`config.mk`:
```
export PLATFORM = sky130hd
export DESIGN_NAME = interrupt_controller
export DESIGN_NICKNAME = d
export VERILOG_FILES = /design/src/rtl/interrupt_controller.sv
export SDC_FILE = /design/constraint.sdc
export NUM_CORES = 1
export LEC_CHECK = 0
export BUFFER_PORTS_ARGS = -buffer_cell sky130_fd_sc_hd__buf_2
export CAP_MARGIN = 20
export CORE_AREA = 4 4 52 54
export DETAILED_ROUTE_END_ITERATION = 6
export DIE_AREA = 0 0 56 58
export PLACE_DENSITY = 0.68
export SYNTH_ARGS = -nofsm -noshare
export SYNTH_HDL_FRONTEND = slang
export SYNTH_SLANG_ARGS = --single-unit
export TNS_END_PERCENT = 10
```
`constraint.sdc`:
```
create_clock -name clk -period 2.8 [get_ports clk]
set_input_delay 0.14 -clock clk [delete_from_list [all_inputs] [get_ports clk]]
set_output_delay 0.14 -clock clk [all_outputs]
set_load 0.1 [all_outputs]
```
`src/rtl/interrupt_controller.sv`:
```
// Edge-triggered, masked, fixed-priority interrupt controller feeding the fetch unit.
// One request is presented at a time, and nothing new is requested until end-of-interrupt.
module interrupt_controller #(
    parameter int NUM_IRQ = 4,
    parameter int ID_W    = $clog2(NUM_IRQ)
) (
    input  logic               clk,
    input  logic               rst,
    input  logic [NUM_IRQ-1:0] irq_in,
    input  logic               mask_we,
    input  logic [NUM_IRQ-1:0] mask_wdata,
    input  logic               gie_set,
    input  logic               gie_clr,
    input  logic [NUM_IRQ-1:0] pend_clr,
    input  logic               int_ack,
    input  logic               int_eoi,
    output logic               int_req,
    output logic [ID_W-1:0]    int_id,
    output logic               in_service,
    output logic [NUM_IRQ-1:0] pending,
    output logic [NUM_IRQ-1:0] mask,
    output logic               gie,
    output logic [NUM_IRQ-1:0] overrun
);

    typedef enum logic [1:0] {IDLE, REQUEST, SERVICE} state_t;

    state_t             state, state_nxt;
    logic [NUM_IRQ-1:0] irq_prev, edge_det, eligible, ack_clr, clr;
    logic [ID_W-1:0]    winner, int_id_nxt;
    logic               ack_ok;

    assign edge_det   = irq_in & ~irq_prev;
    assign eligible   = pending & ~mask;
    assign ack_ok     = (state == REQUEST) && int_ack;
    assign int_req    = (state == REQUEST);
    assign in_service = (state == SERVICE);

    always_comb begin
        ack_clr = '0;
        for (int i = 0; i < NUM_IRQ; i++)
            ack_clr[i] = ack_ok && (int_id == ID_W'(i));
    end

    assign clr = pend_clr | ack_clr;

    // Scan from the top so the lowest eligible index is the last assignment.
    always_comb begin
        winner = '0;
        for (int i = NUM_IRQ - 1; i >= 0; i--)
            if (eligible[i]) winner = ID_W'(i);
    end

    always_comb begin
        state_nxt  = state;
        int_id_nxt = int_id;
        case (state)
            IDLE: begin
                if (gie && (|eligible)) begin
                    state_nxt  = REQUEST;
                    int_id_nxt = winner;
                end
            end
            REQUEST: begin
                if (int_ack)
                    state_nxt = SERVICE;
                else if (!gie || !eligible[int_id])
                    state_nxt = IDLE;
            end
            SERVICE: begin
                if (int_eoi) state_nxt = IDLE;
            end
            default: state_nxt = IDLE;
        endcase
    end

    always_ff @(posedge clk) begin
        if (rst) begin
            state    <= IDLE;
            int_id   <= '0;
            pending  <= '0;
            overrun  <= '0;
            mask     <= '1;
            gie      <= 1'b0;
            irq_prev <= irq_in;
        end else begin
            state    <= state_nxt;
            int_id   <= int_id_nxt;
            irq_prev <= irq_in;
            // An edge beats a clear; a re-edge on a bit being cleared is not an overrun.
            pending  <= (pending & ~clr) | edge_det;
            overrun  <= overrun | (edge_det & pending & ~clr);
            if (mask_we) mask <= mask_wdata;
            if (gie_clr)      gie <= 1'b0;
            else if (gie_set) gie <= 1'b1;
        end
    end

endmodule

```
# [Yosys cells after proc, flatten, opt, wreduce, memory -nomap -nowiden]
# Index checks and enable logic that the tools add are counted.
[word_totals] inputBits=19 register_bits=21
[op_classes] n_reduce_logical=15 order_cmp=1 muxes=11 n_eq_ne=8 bitwise_logic=11
[ops] operator="4-bit AND" n=5
[ops] operator="2-bit 2-to-1 mux" n=8
[ops] operator="4-bit inverter" n=3
[ops] operator="4-bit bitwise OR" n=3
[ops] operator="2-bit == test, second input constant" n=3
[ops] operator="1-bit logical AND" n=6
[ops] operator="2-bit one-hot mux with 3 select lines" n=1
[ops] operator="2-bit by 1-bit == test with 1-bit output, second input constant" n=2
[ops] operator="2-bit logical NOT" n=2
[ops] operator="2-bit != test, second input constant" n=2
[ops] operator="4-bit OR reduction" n=1
[ops] operator="2-bit by 3-bit < comparator with 1-bit output, second input constant" n=1
[ops] operator="3-bit by 2-bit != test with 1-bit output, second input constant" n=1
[ops] operator="3-bit AND reduction" n=1
[ops] operator="1-bit binary-select mux with 2-bit select" n=1
[ops] operator="1-bit logical NOT" n=2
[ops] operator="2-bit AND reduction" n=1
[ops] operator="2-bit OR reduction" n=1
[ops] operator="1-bit logical OR" n=1
[ops] operator="1-bit 2-to-1 mux" n=1

# [Depth between registers and ports, before layout]
[logic_depth] depth_word=9 depth_mapped=4 mapped_depth_nobuf=4

# [Worst setup path after synthesis]
# OpenSTA, ideal clock, no wires.
[synth_timing] kind="register to register" startpoint="register state[0]" endpoint="register state[0]" period_less_slack_ns=2.243 required_ns=2.714 arrival_time_ns=2.157 stages_incl_launch_ff=4 slack_ns=0.557 path_cell_list="dfxtp_1 nor2b_1 nand3b_1 o31ai_2"
[synth_via] elab_chain_cells=3
[synth_rtl] item="start: declaration" line_no="28" rtl="state_t state, state_nxt;"
[synth_rtl] item="start signal: assignment" line_no="87" rtl="state <= state_nxt;"
[synth_rtl] item="2-bit by 1-bit == test with 1-bit output (*)"
[synth_rtl] item="via int_req" line_no="17" rtl="output logic int_req,"
[synth_rtl] item="3-bit by 2-bit != test with 1-bit output (no source line)"
[synth_rtl] item="3-bit AND reduction (no source line)"
# Mark *: on every way through the listed nets, which the timed path passes. The rest lies on a longest branch.
# A chain may end at the register's enable or synchronous reset.

# [Final worst setup path]
[layout_timing] startpoint="register state[0]" endpoint="output int_req"
[layout_via] elab_chain_cells=1
[layout_rtl] item="2-bit by 1-bit == test with 1-bit output" line_no="36" rtl="assign int_req = (state == REQUEST);"
[layout_rtl] item="end: declaration" line_no="17"
# Every way passes these cells.

==> impl_metrics.toml <==
[status]
status = "complete, no violations"

[synthesis]
synthCells = 87
yosysWarnings = 0
netlist_area_um2 = 875
ys_ff_latch = 21
syn-num-nets = 106
seq_area_frac_synth_pct = 48.1
ys_types = 24
avgSynthCellArea_um2 = 10.1

[timing]
finalClockSkew_ns = 0.00927
fin_setup_tns_ns = 0
fin_crit_ns = 1.45
slew_violations = 0
finalSetupViolations = 0
final.period_utilization_pct = 52.0
max-slew-margin-rel_pct = 67.2
finalWorstSetupSlack_ns = 1.35
timing.fmax_ghz = 0.687
worst_pin_slew_ns = 0.496
rsz0062_at_grt = "no"
whs_ns = 0.0347
hold_viol = 0

[global_route]
grt_overflow = 0
grt_pass1_vias = 787
grt_pass1_wl_um = 3330
grt_max_degree = 21
grt.total_usage_pct = 12.7
antenna_found_initial = 0

[clock_network]
h-tree-depth = 1
worstSkewPairLatency_ns = 0.30
cts_tree = "done"
root_buffer = "clkbuf_4"
cts_resized = 0
cts_made_buffers = 3
cts.sinks = 21
cts_buffer_depth = 2
cts.clk_slew.worst_paths_ns = 0.12

[routing]
vias = 765
viasPerCell = 4.87
drc = 0
drtIter0Drc = 8
totalWireLength_um = 1950
antenna_left = 0
wl_per_cell_um = 12.4
drt-pass1-iter-count = 4

[critical_path]
startpoint_type = "flop"
crit_path_max_fanout = 5
worst-path-buf-inv = 1
end_kind = "output pin"
cp.arrival_ns = 1.31
path_cells = "nor2b_1, buf_2"
crit_type = "flop to output pin"
crit_family = "buffers and inverters"
required_ns = 2.66
critical-path-max-stage-delay_ns = 0.44
cp_slowest_cell = "buf_2"

[floorplan]
core_um2 = 2210
row_count = 17
die_x_um = 56
die_area_um2 = 3250
ios = 36
die_height_um = 58
start_util_pct = 39.5

[power]
p_per_area_nw_per_um2 = 511
comb_power_share_pct = 21.7
swShare_pct = 31.5
p_int_uw = 403
p_leak_nw = 0.518
vdd_drop_max_v = 0.000328
power_frac_seq_pct = 54.4
power.clock.fraction_pct = 23.9
net-switching-power_uw = 186

[worst_hold_path]
min_path_type = "input pin to flop"

[placement]
gp_congestion = 0.820
io_buffers = 35
post-dp-hpwl_um = 1510
preCtsSetupSlack_ns = 1.54

[final_layout]
utilization_pct = 52.1
drive_gt1_share_pct = 33.3
nets = 149
area_growth_pct = 31.9
diodes = 0

[job]
drv_cap = 0
[worst register-to-register path, stage by stage, from the launching register on]
cell,delay [ns]
dfxtp_1,0.46
mux4_2,0.54
o31ai_2,0.21
[path summary, 6_finish.rpt]
check	startpoint	to	slack, ns	depth (start not counted)
worst max-delay path	state[0]	int_req	1.35	2
worst min-delay path	mask_wdata[3]	mask[3]	0.03	2
worst max register to register	int_id[1]	state[0]	1.52	2
worst min register to register	overrun[0]	overrun[0]	0.47	2
[cell families (layout without fill, tap and decap cells)]
| kind of cell | Yosys count | after routing | share of synthesized area [%] |
|---|---|---|---|
| compound gates | 17 | 17 | 12.9 |
| flops | 21 | 21 | 48.1 |
| mux | 2 | 2 | 3.72 |
| buf+inv | 2 | 44 | 0.859 |
| simple gates | 45 | 45 | 34.5 |
[synth_stat cells, drive strengths merged]
cell	n	area share (%)
and2	1	0.72
nor2	5	2.1
o21ai	1	0.57
nand4	1	0.72
a211oi	1	0.86
nand2	3	1.3
nand2b	11	10
nor2b	7	5.0
o31ai	2	2.3
nand3b	9	7.7
nand3	1	0.57
mux2i	1	1.1
clkbuf	2	0.86
a211o	4	4.0
a21oi	9	5.1
nor3b	3	2.6
or3	1	0.72
mux4	1	2.6
nand4b	1	1.0
and3b	1	1.0
dfxtp	21	48
nor3	1	0.57
[power groups by stage]
stage                     registers (mW)  clock network, mW  logic (mW)
after global placement             0.326                  0       0.122
after detailed placement           0.327                  0       0.123
after floorplan                    0.391                  0      0.0298
after CTS                          0.320              0.151       0.128
after global routing               0.322              0.158       0.135
final                              0.320              0.141       0.128
[state kept, by name, summed over array words and instances (netlist names)]
| register | flops |
|---|---|
| state | 2 |
| overrun | 4 |
| int_id | 2 |
| gie | 1 |
| mask | 4 |
| pending | 4 |
| irq_prev | 4 |
[area by class of cell]
| type | count | area [um^2] |
|---|---|---|
| timing repair buffer | 40 | 225 |
| tap | 28 | 35.0 |
| fill | 228 | 1060 |
| multi-input combinational | 64 | 447 |
| clock buffer | 4 | 26.3 |
| sequential | 21 | 420 |
[through the flow]
| step | instances | power (mW) | instance area [um^2] |
|---|---|---|---|
| detailed placement | 148 | 0.450 | 1080 |
| finish | 157 | 0.589 | 1150 |
| CTS | 157 | 0.600 | 1150 |
| global route | 157 | 0.616 | 1150 |
| global placement | 148 | 0.448 | 1080 |
| floorplan | 87 | 0.421 | 875 |
[what timing repair did]
action,CTS,global route
hold buffers,5,0
endpoints found under the hold margin,5,0
setup buffers,0,0
[routing by layer]
| metal | vias to the layer above | GRT usage, % | part of all wire [%] |
|---|---|---|---|
| li1 | 392 | - | - |
| met1 | 354 | 14.1 | 43 |
| met2 | 17 | 23.4 | 51 |
| met3 | 2 | 2.23 | 5.1 |
| met4 | 0 | 6.10 | 0.87 |
| met5 | - | 0 | 0 |
[layout by cell type, fill, tap and decap left out]
master,instances
nand2_1,3
mux2i_1,1
nand3b_1,9
a211oi_1,1
and2_1,1
nand4_1,1
nand4b_1,1
nor2b_1,7
nor3_1,1
nor2_1,5
mux4_2,1
nor3b_1,3
and3b_1,1
or3_1,1
o31ai_2,1
a211o_1,4
clkbuf_1,1
a21oi_1,9
o31ai_1,1
dfxtp_1,21
nand2b_4,3
nand2b_1,8
nand3_1,1
buf_2,35
o21ai_0,1
clkbuf_4,3
dlygate4sd3_1,5
Power figures use the tool's default switching activity.
